--- config.mk ---
export PLATFORM = sky130hd
export DESIGN_NAME = udp_encoder_buf
export DESIGN_NICKNAME = d
export VERILOG_FILES = /design/src/rtl/udp_pkg.sv /design/src/rtl/udp_payload_buf.sv /design/src/rtl/udp_encoder_buf.sv
export SDC_FILE = /design/constraint.sdc
export NUM_CORES = 1
export LEC_CHECK = 0
export BUFFER_PORTS_ARGS = -buffer_cell sky130_fd_sc_hd__buf_4
export CORE_UTILIZATION = 55
export CTS_CLUSTER_SIZE = 8
export DETAILED_ROUTE_END_ITERATION = 12
export PLACE_DENSITY = 0.74
export SLEW_MARGIN = 20
export SYNTH_ARGS = -nofsm -noshare
export SYNTH_HDL_FRONTEND = slang
export SYNTH_SLANG_ARGS = --single-unit
--- constraint.sdc ---
create_clock -name clk -period 8.4 [get_ports clk]
set_clock_uncertainty 0.1 [all_clocks]
set_input_delay 0.84 -clock clk [delete_from_list [all_inputs] [get_ports clk]]
set_output_delay 0.84 -clock clk [all_outputs]
set_load 0.02 [all_outputs]
--- src/rtl/udp_pkg.sv ---
// Shared types and helpers for the store-and-forward UDP encoder.
// Holds the FSM encoding, protocol constants and one's-complement arithmetic.
package udp_pkg;

    typedef enum logic [2:0] {
        IDLE,
        COLLECT,
        FOLD1,
        FOLD2,
        EMIT
    } udp_state_t;

    localparam int         UDP_HDR_BYTES = 8;
    localparam logic [7:0] PROTO_UDP     = 8'h11;

    function automatic logic [15:0] ones_add16(input logic [15:0] a, input logic [15:0] b);
        logic [16:0] s;
        s = {1'b0, a} + {1'b0, b};
        return s[15:0] + {15'h0, s[16]};
    endfunction

    // Keeps only the valid leading bytes of a big-endian word; rem==0 means all four.
    function automatic logic [31:0] pad_mask(input logic [1:0] rem);
        case (rem)
            2'd1:    return 32'hFF00_0000;
            2'd2:    return 32'hFFFF_0000;
            2'd3:    return 32'hFFFF_FF00;
            default: return 32'hFFFF_FFFF;
        endcase
    endfunction

endpackage

--- src/rtl/udp_payload_buf.sv ---
// Payload word store: synchronous write, combinational read.
// Contents carry no reset; every read location is written before it is emitted.
module udp_payload_buf #(
    parameter int DEPTH  = 16,
    parameter int ADDR_W = $clog2(DEPTH)
) (
    input  logic              clk,
    input  logic              we_i,
    input  logic [ADDR_W-1:0] waddr_i,
    input  logic [31:0]       wdata_i,
    input  logic [ADDR_W-1:0] raddr_i,
    output logic [31:0]       rdata_o
);

    logic [31:0] mem_q [DEPTH];

    always_ff @(posedge clk) begin
        if (we_i) mem_q[waddr_i] <= wdata_i;
    end

    assign rdata_o = mem_q[raddr_i];

endmodule

--- src/rtl/udp_encoder_buf.sv ---
// Store-and-forward UDP encoder: buffers the payload, folds the RFC 768 checksum,
// then emits header (with final checksum) followed by the payload under back-pressure.
module udp_encoder_buf
    import udp_pkg::*;
#(
    parameter int         DEPTH  = 16,
    parameter logic [7:0] PROTO  = PROTO_UDP,
    parameter int         ADDR_W = $clog2(DEPTH)
) (
    input  logic        clk,
    input  logic        reset,
    input  logic [31:0] src_ip,
    input  logic [31:0] dest_ip,
    input  logic [15:0] src_port,
    input  logic [15:0] dest_port,
    input  logic [15:0] len_in,
    input  logic        no_chksum,
    input  logic        start,
    input  logic [31:0] data,
    input  logic        data_av,
    input  logic        full,
    output logic        ready,
    output logic [31:0] pkg_data,
    output logic        wr_en,
    output logic        fin,
    output logic [15:0] checksum_out,
    output logic [15:0] len_out,
    output logic        err
);

    typedef logic [ADDR_W-1:0] addr_t;
    typedef logic [ADDR_W:0]   nw_t;
    typedef logic [ADDR_W+1:0] idx_t;

    localparam logic [16:0] MAX_LEN = 17'(4 * DEPTH);

    udp_state_t  state_q, state_d;
    logic [31:0] acc_q, acc_d;
    addr_t       wptr_q, wptr_d;
    idx_t        idx_q, idx_d;
    nw_t         nwords_q, nwords_d;
    logic [1:0]  rem_q, rem_d;
    logic [15:0] sport_q, sport_d, dport_q, dport_d, ulen_q, ulen_d;
    logic        nock_q, nock_d;
    logic [15:0] cs_q, cs_d, lenout_q, lenout_d;
    logic        err_q, err_d;

    logic        buf_we;
    addr_t       buf_waddr, buf_raddr;
    logic [31:0] buf_rdata;

    logic        len_bad, last_wr;
    logic [15:0] ulen_in, fold_sum, cs_calc;
    logic [1:0]  cur_rem;
    nw_t         nw_in, cur_nw;
    logic [31:0] wdata_m, word_sum, seed;

    assign len_bad  = {1'b0, len_in} > MAX_LEN;
    assign ulen_in  = len_in + 16'(UDP_HDR_BYTES);
    assign nw_in    = nw_t'(len_in[ADDR_W+2:2]) + nw_t'(|len_in[1:0]);
    assign cur_nw   = (state_q == IDLE) ? nw_in : nwords_q;
    assign cur_rem  = (state_q == IDLE) ? len_in[1:0] : rem_q;
    assign last_wr  = ({1'b0, buf_waddr} == (cur_nw - nw_t'(1)));
    assign wdata_m  = last_wr ? (data & pad_mask(cur_rem)) : data;
    assign word_sum = 32'(wdata_m[31:16]) + 32'(wdata_m[15:0]);
    // udp_len appears twice in the sum: once in the pseudo-header, once in the UDP header.
    assign seed     = 32'(src_ip[31:16]) + 32'(src_ip[15:0]) + 32'(dest_ip[31:16])
                    + 32'(dest_ip[15:0]) + 32'({8'h00, PROTO}) + {15'h0, ulen_in, 1'b0}
                    + 32'(src_port) + 32'(dest_port);
    assign fold_sum = ones_add16(acc_q[15:0], acc_q[31:16]);
    assign cs_calc  = ~fold_sum;

    assign buf_waddr = (state_q == IDLE) ? addr_t'(0) : wptr_q;
    assign buf_raddr = idx_q[ADDR_W-1:0] - addr_t'(2);

    always_comb begin
        state_d  = state_q;
        acc_d    = acc_q;
        wptr_d   = wptr_q;
        idx_d    = idx_q;
        nwords_d = nwords_q;
        rem_d    = rem_q;
        sport_d  = sport_q;
        dport_d  = dport_q;
        ulen_d   = ulen_q;
        nock_d   = nock_q;
        cs_d     = cs_q;
        lenout_d = lenout_q;
        err_d    = 1'b0;
        buf_we   = 1'b0;
        wr_en    = 1'b0;
        fin      = 1'b0;
        pkg_data = 32'h0;
        case (state_q)
            IDLE: begin
                if (start) begin
                    if (len_bad) begin
                        err_d = 1'b1;
                    end else begin
                        sport_d  = src_port;
                        dport_d  = dest_port;
                        ulen_d   = ulen_in;
                        nock_d   = no_chksum;
                        nwords_d = nw_in;
                        rem_d    = len_in[1:0];
                        acc_d    = seed;
                        wptr_d   = addr_t'(0);
                        if (nw_in == nw_t'(0)) begin
                            state_d = FOLD1;
                        end else if (data_av) begin
                            buf_we  = 1'b1;
                            acc_d   = seed + word_sum;
                            wptr_d  = addr_t'(1);
                            state_d = last_wr ? FOLD1 : COLLECT;
                        end else begin
                            state_d = COLLECT;
                        end
                    end
                end
            end
            COLLECT: begin
                if (data_av) begin
                    buf_we = 1'b1;
                    acc_d  = acc_q + word_sum;
                    wptr_d = wptr_q + addr_t'(1);
                    if (last_wr) state_d = FOLD1;
                end
            end
            FOLD1: begin
                acc_d   = 32'(acc_q[15:0]) + 32'(acc_q[31:16]);
                state_d = FOLD2;
            end
            FOLD2: begin
                cs_d     = nock_q ? 16'h0000 : ((cs_calc == 16'h0000) ? 16'hFFFF : cs_calc);
                lenout_d = ulen_q;
                idx_d    = idx_t'(0);
                state_d  = EMIT;
            end
            EMIT: begin
                wr_en = ~full;
                if (idx_q == idx_t'(0))      pkg_data = {sport_q, dport_q};
                else if (idx_q == idx_t'(1)) pkg_data = {ulen_q, cs_q};
                else                         pkg_data = buf_rdata;
                if (!full) begin
                    if (idx_q == idx_t'(nwords_q) + idx_t'(1)) begin
                        fin     = 1'b1;
                        state_d = IDLE;
                    end else begin
                        idx_d = idx_q + idx_t'(1);
                    end
                end
            end
            default: state_d = IDLE;
        endcase
    end

    always_ff @(posedge clk) begin
        if (!reset) begin
            state_q  <= IDLE;
            wptr_q   <= '0;
            idx_q    <= '0;
            cs_q     <= '0;
            lenout_q <= '0;
            err_q    <= 1'b0;
        end else begin
            state_q  <= state_d;
            wptr_q   <= wptr_d;
            idx_q    <= idx_d;
            cs_q     <= cs_d;
            lenout_q <= lenout_d;
            err_q    <= err_d;
        end
    end

    always_ff @(posedge clk) begin
        acc_q    <= acc_d;
        nwords_q <= nwords_d;
        rem_q    <= rem_d;
        sport_q  <= sport_d;
        dport_q  <= dport_d;
        ulen_q   <= ulen_d;
        nock_q   <= nock_d;
    end

    udp_payload_buf #(
        .DEPTH  (DEPTH),
        .ADDR_W (ADDR_W)
    ) u_buf (
        .clk     (clk),
        .we_i    (buf_we),
        .waddr_i (buf_waddr),
        .wdata_i (wdata_m),
        .raddr_i (buf_raddr),
        .rdata_o (buf_rdata)
    );

    assign ready        = (state_q == IDLE) || (state_q == COLLECT);
    assign checksum_out = cs_q;
    assign len_out      = lenout_q;
    assign err          = err_q;

endmodule

==> results.txt, run 1 <==
CTS saw 644 sinks. The CTS buffer count came out at 91. After Yosys synthesis, full adders, half adders and majority gates account for under 10% of the synthesized area. The post-synthesis instance area is 32500 um2. The die height came out at ~250 um.

The number of primary I/O pins is ~220. The register clock-pin slew on the reported worst setup and hold paths is 50 ps. The cell at the slowest stage of the critical path is sky130_fd_sc_hd__and2_1. Together, buffers and inverters on the worst path number 3. Counting stages on the worst path, the most repeated cell is sky130_fd_sc_hd__ha_1. In the routed layout, each cell is associated on average with a via count of around 6.4. The floorplan step defined a die boundary enclosing 60100 um2. In this run the number of H-tree levels came out at 3. By area, the combinational part of the netlist is dominated by multiplexers. TritonCTS built the clock tree. The synthesized-area fraction occupied by xor and xnor cells came out at approximately 3.2%. Counting flops and latches in the post-synthesis netlist gives 644. The worst setup path is of the input port to register kind.

The tool flagged a number of max-cap violations equal to 0. The site row count is 88. The largest net degree at the start of global routing is 73. The path class of the tightest hold or removal check is input port to register. STA classifies the critical path startpoint as an input port. The routing usage on met3 came out at 6.66%. At the later pin of the worst-skew pair, clock insertion delay measures 650 ps.

The most used flip-flop cell after synthesis is sky130_fd_sc_hd__edfxtp_1. The highest clock rate came out at 128 MHz. The width of the chip is 245 um.

The pre-antenna-repair detailed-routing pass consisted of 6 iterations. The number of instances in the synthesized netlist came out at 2182. The average wire length per cell after detail routing came out at 29.0 um. The net count of the finished layout is 2820. In this design, the largest share of critical-path delay is due to simple AND/OR/NAND/NOR gates. The number of vias in the routed layout came out at between 20000 and 25000. The final weighted congestion in routability-driven placement came out at about 1. Summed over all layers, the global routing overflow is 0.

The initial antenna violation count was 6. The root buffer selected by CTS is sky130_fd_sc_hd__clkbuf_16. Setup repair after global routing left no endpoint under its margin. The number of buffer cells added on primary ports came out at 217.

In the global route stage, overall resource usage came out at between 30 and 40%. The run finished with clean final reports. For the worst setup path, the data required time is 8770 ps. The minimum period implied by the final worst setup slack came out at 7840 ps. The total negative slack for setup checks came out at 0 ps. For the worst setup path, the data arrival time is 8200 ps. The initial standard-cell utilization of the core came out at about 56%. In the layout the commonest cells are 598 x sky130_fd_sc_hd__edfxtp_1, 280 x sky130_fd_sc_hd__buf_4, 160 x sky130_fd_sc_hd__mux4_2. The fraction of registers with async set or reset after synthesis came out at 0%. The first-pass GRT wire length is 139000 um. From synthesis to final layout, the design area changed by 16.9%. The delay of the slowest cell on the worst path is between 500 and 600 ps.

In the finished design, the share of the clock period the worst path needs comes to between 90% and 100%. The cell total after placement is 3142. The fraction of met1 tracks used by global routing came out at 43.4%. The hold-fix buffer count after cts came out at 0.

The most used routing layer in global routing is met2. The synthesized netlist devotes 6.91% of its cell area to simple gates. The via count of the first global-routing pass was 21090.

The total setup buffers inserted after CTS is 0. The proportion of layout cells with a drive suffix above 1 is approximately a quarter. The final count of pins violating max slew came out at 0.

During synthesis, Yosys emitted a total of 0 warnings. The number of nets in the synthesized netlist is ~2500. The total setup violations reported at the end of the flow came out at 0. The multiplexer fraction of the synthesized cell area came out at 12.3%. The worst setup path is captured at a register. The worst-case IR drop observed on VDD is 0.288 mV. The met2 layer usage reported by global route came out at 51.9%. The leakage power total is 13.6 nW. Summing the sequential cell areas from Yosys gives 58.1% of the chip area. The worst relative slew slack came out at ~26%. Of all nets on the critical path, the largest fanout is 17. In the routed design, unresolved DRC markers number 0. In this run the standard cell core region covers 58000 um2. The number of nets with antenna violations after routing came out at 0. The initial detailed-routing violation count came out at 2107. The most common library cell in the layout ignoring fill and taps is sky130_fd_sc_hd__edfxtp_1. At the pin with the least slew margin, the transition time is 1110 ps.

Once detailed placement completed, the half-perimeter wirelength came to 62000 um. Power spread over the standard cell area amounts to approximately 330 nW/um2. The number of buffers on the longest clock path came out at 3. The count of final hold-check violations is 0. In this run the mean area of a mapped cell was 14.9 um2.

The post-synthesis compound-gate area fraction came out at under 10%. The count of different cell masters after synthesis came out at 80. Yosys mapped a number of flops with a built-in enable equal to 598. The final wirelength is 95400 um. The number of gates resized after CTS is 0. The final standard cell count with taps included and fillers excluded came out at 3284.
-- final cells by class --
class / instances / area (um2)
antenna: 1 / 2.50
clock buffer: 133 / 2440
clock inverter: 8 / 163
fill: 4010 / 20000
inverter: 113 / 424
multi-input combinational: 1339 / 13000
sequential: 644 / 18900
tap: 765 / 957
timing repair buffer: 281 / 2120
-- registers in the layout (all words and copies together), names as in the netlist --
name	count
acc_q	32
nwords_q	5
dport_q	16
ulen_q	15
wptr_q	4
sport_q	16
rem_q	1
len_out	16
checksum_out	16
u_buf.mem_q	512
nock_q	1
state_q	3
idx_q	6
err	1
-- power by group --
part           internal, mW  switching [mW]
combinational          2.23            3.30
sequential             3.68          0.0634
clock                  2.00            1.37
total                  7.91            4.74
-- metal layers --
| metal | vias up | wire length [um] |
|---|---|---|
| li1 | 8999 | - |
| met1 | 10565 | 36900 |
| met2 | 1197 | 46100 |
| met3 | 233 | 8630 |
| met4 | 4 | 3750 |
| met5 | - | 31 |
-- final timing paths --
check | start | endpoint | slack, ps | depth (start not counted)
max reg2reg | state_q[2] | acc_q[26] | 720 | 30
max | len_in[0] | acc_q[26] | 560 | 33
min reg2reg | len_out[4] | len_out[4] | 370 | 2
min | no_chksum | nock_q | 300 | 1
-- logic make-up after synthesis --
logic type	Yosys count
xor+xnor	118
flops	644
compound gates	358
fa+ha+maj	200
mux	200
buf+inv	199
simple gates	463
-- synth_stat cells (40+ instances only) --
master / n / share of area, %
sky130_fd_sc_hd__a211oi_1: 41 / 0.95
sky130_fd_sc_hd__a21oi_1: 73 / 1.1
sky130_fd_sc_hd__clkbuf_1: 67 / 0.77
sky130_fd_sc_hd__dfxtp_1: 46 / 2.8
sky130_fd_sc_hd__edfxtp_1: 598 / 55
sky130_fd_sc_hd__fa_1: 82 / 5.1
sky130_fd_sc_hd__ha_1: 118 / 4.5
sky130_fd_sc_hd__inv_1: 112 / 1.3
sky130_fd_sc_hd__mux2i_1: 40 / 1.2
sky130_fd_sc_hd__mux4_2: 160 / 11
sky130_fd_sc_hd__nand2_1: 122 / 1.4
sky130_fd_sc_hd__nor2_1: 132 / 1.5
sky130_fd_sc_hd__o21ai_0: 61 / 0.94
sky130_fd_sc_hd__xnor2_1: 71 / 1.9
sky130_fd_sc_hd__xor2_1: 46 / 1.2
-- through the flow --
| step | power [mW] | hold slack [ps] | instance area (um2) | setup WS, ps | util [%] |
|---|---|---|---|---|---|
| after floorplan | 7.66 | 420 | 32500 | 965 | - |
| after global placement | 9.27 | 361 | 35400 | 266 | 61.0 |
| after detailed placement | 9.28 | 363 | 35400 | 178 | 61.0 |
| after CTS | 12.7 | 277 | 38000 | 727 | 65.5 |
| after global routing | 13.4 | 285 | 38000 | 88.2 | 65.5 |
| final | 12.6 | 305 | 38000 | 564 | 65.5 |
Power figures use the tool's default switching activity.
==> run 2: changes to the inputs <==
--- a/config.mk
+++ b/config.mk
@@ -10,6 +10,7 @@
 export CTS_CLUSTER_SIZE = 8
 export DETAILED_ROUTE_END_ITERATION = 12
 export PLACE_DENSITY = 0.74
+export RECOVER_POWER = 50
 export SLEW_MARGIN = 20
 export SYNTH_ARGS = -nofsm -noshare
 export SYNTH_HDL_FRONTEND = slang
==> results.txt, run 2 (same netlist as run 1, synthesis figures left out) <==
The run finished, with violations left. The checks that failed: capacitance limit, slew limit. The all-layer global routing usage came to 32.3% (unchanged). For this design, the slowest cell found on the critical path is sky130_fd_sc_hd__and2_1. The CTS tree is yes.

The total number of clock tree sinks is 644 (unchanged). The cell-internal power was 7.90 mW (-0.11%). The areal power density over the cells came out at 336 nW/um2 (+1.1%).

The average wire length per cell after detail routing came out at 29.0 um (about the same). The total DRC errors in the routed layout was 0 (unchanged). The site row count came out at 88 (unchanged). The proportion of layout cells with a drive suffix above 1 is 19.4% (-4.0 points). The number of H-tree branching levels is 3 (unchanged).

The largest registers in the layout are u_buf.mem_q (512), acc_q (32). The category of the critical setup timing path is input port to register. The endpoint class of the critical path is a register. The leakage power total is 13.3 nW (-2.7%). The register clock-pin slew on the reported worst setup and hold paths is 50 ps (about the same). The startpoint type of the worst setup path is an input port. The total negative slack for setup checks is 0 ps (unchanged). The hold-fix buffer count after cts is 0 (unchanged). The delay of the slowest cell on the worst path came out at 560 ps (-30 ps).

The register-to-register setup slack came out at 750 ps (+30 ps). The aggregate global routing overflow came out at 0 (unchanged). The largest net degree at the start of global routing was 73 (unchanged).

The initial detailed-routing violation count came out at 2141 (+1.6%). The data required time at the worst endpoint came out at 8770 ps (about the same). The HPWL after detailed placement came out at 62000 um (unchanged). The first-pass iteration count of the detailed router was 6 (unchanged).

The number of nets with antenna violations after routing came out at 0 (unchanged). The total setup violations reported at the end of the flow is 0 (unchanged). In this run the worst hold path is classified as input port to register.

The final weighted congestion in routability-driven placement came out at 0.974 (unchanged). The root buffer selected by CTS is sky130_fd_sc_hd__clkbuf_16. The maximum fanout along the worst path is 17 (unchanged). The post-placement setup slack is 178 ps (unchanged). The initial standard-cell utilization of the core is 56.0% (unchanged). The final clock period utilization by the worst path came out at 93.1% (-0.14 points). The switching power as a share of total power was 37.6% (+0.11 points). The actual transition at the worst max-transition pin is 3350 ps (+2240 ps). The cell class contributing the biggest share of worst-path delay is simple AND/OR/NAND/NOR gates. The insertion delay of the later-clocked pin in the worst-skew pair was 650 ps (about the same).

Counting flops per register, the top entry is u_buf.mem_q. The relative contribution of combinational cells to total power came out at 43.7% (about the same). The total setup buffers inserted after CTS is 0 (unchanged).

The final core area utilization came to 64.8% (-0.65 points). The width of the chip came to 245 um (unchanged). The overall die area came to 60100 um2 (unchanged). The die height came out at 245 um (unchanged). In the layout the commonest cells are 598 x sky130_fd_sc_hd__edfxtp_1, 186 x sky130_fd_sc_hd__buf_4, 160 x sky130_fd_sc_hd__mux4_2. The number of vias in the routed layout is 21116 (+0.56%). The power spent charging and discharging nets is 4.75 mW (+0.34%). Setup repair after global routing left no endpoint under its margin. The final wirelength is 95300 um (about the same). The area of placed instances was 35400 um2 (unchanged). The number of buffer cells added on primary ports came to 217 (unchanged). The cell total after placement came to 3142 (unchanged). The final standard cell count with taps included and fillers excluded came to 3284 (unchanged). The most common library cell in the layout ignoring fill and taps is sky130_fd_sc_hd__edfxtp_1.

The flip-flop count of the largest register, all copies and words added is 512 (unchanged). The initial antenna violation count came out at 6 (unchanged). Compared with the post-synthesis result, the final layout area differs by 15.8%. The buffer and inverter count on the worst path came out at 3 (unchanged).

The critical path arrival came out at 8190 ps (about the same). The via count of the first global-routing pass is 21090 (unchanged). The net count of the finished layout came out at 2820 (unchanged). The largest vdd supply drop is 0.287 mV (-0.11%).

By instance count, the cell type seen most on the critical path is sky130_fd_sc_hd__ha_1. The worst relative slew slack came out at -123% (-150 points). The number of gates resized after CTS came out at 0 (unchanged). The CTS buffer count came out at 91 (unchanged). The count of final hold-check violations is 0 (unchanged). The number of max-capacitance violations reported is 14 (+14). The number of fill cells in the layout is 4122 (+2.8%).

The first-pass GRT wire length came to 139000 um (unchanged). The number of buffers on the longest clock path was 3 (unchanged). The floorplan core area is 58000 um2 (unchanged). The minimum period implied by the final worst setup slack came out at 7820 ps (-11.6 ps).

The highest clock rate came out at 128 MHz (+0.15%). The per-cell via count in the routed design was 6.43 (+0.56%). The sequential cell fraction of total power is 29.6% (about the same). The number of primary I/O pins came out at 218 (unchanged). The finished layout cell area is 37600 um2 (-0.99%). The final count of pins violating max slew was 348 (+348). The part of the power in the clock network is 26.7% (about the same).

The final critical-path setup slack came out at 576 ps (+11.6 ps).
## run 2: path summary, 6_finish.rpt
check	from	to	cells past startpoint
min	no_chksum	nock_q	1
max reg2reg	state_q[2]	acc_q[26]	30
max	len_in[0]	acc_q[26]	33
min reg2reg	len_out[8]	len_out[8]	2
## run 2: power by group through the flow
stage               logic (mW)  registers (mW)  clock network, mW
floorplan                 3.88            3.77                  0
global placement          5.47            3.80                  0
detailed placement        5.47            3.81                  0
CTS                       5.51            3.74               3.42
global route              6.07            3.75               3.55
finish                    5.53            3.75               3.38
## run 2: metal layers
| metal | GRT usage [%] | part of all wire [%] | wire length [um] |
|---|---|---|---|
| met2 | 51.9 | 48 | 45800 |
| met3 | 6.66 | 9.0 | 8620 |
| met1 | 43.4 | 39 | 37000 |
| met4 | 12.6 | 4.1 | 3870 |
| met5 | 0 | 0.047 | 45 |
## run 2: area by class of cell
| class | count | area (um2) | area share (%) |
|---|---|---|---|
| clock buffers | 133 | 2440 | 6.50 |
| flip-flops and latches | 644 | 18900 | 50.2 |
| inverters | 113 | 424 | 1.13 |
| clock inverters | 8 | 163 | 0.432 |
| multi-input cells | 1339 | 13000 | 34.4 |
| repair buffers | 281 | 1780 | 4.74 |
| well taps | 765 | 957 | 2.54 |
| diodes | 1 | 2.50 | 0.00665 |
## run 2: through the flow
step,total power [mW],hold WS [ps]
floorplan,7.66,420
global placement,9.27,361
detailed placement,9.28,363
CTS,12.7,277
global route,13.4,308
finish,12.7,330
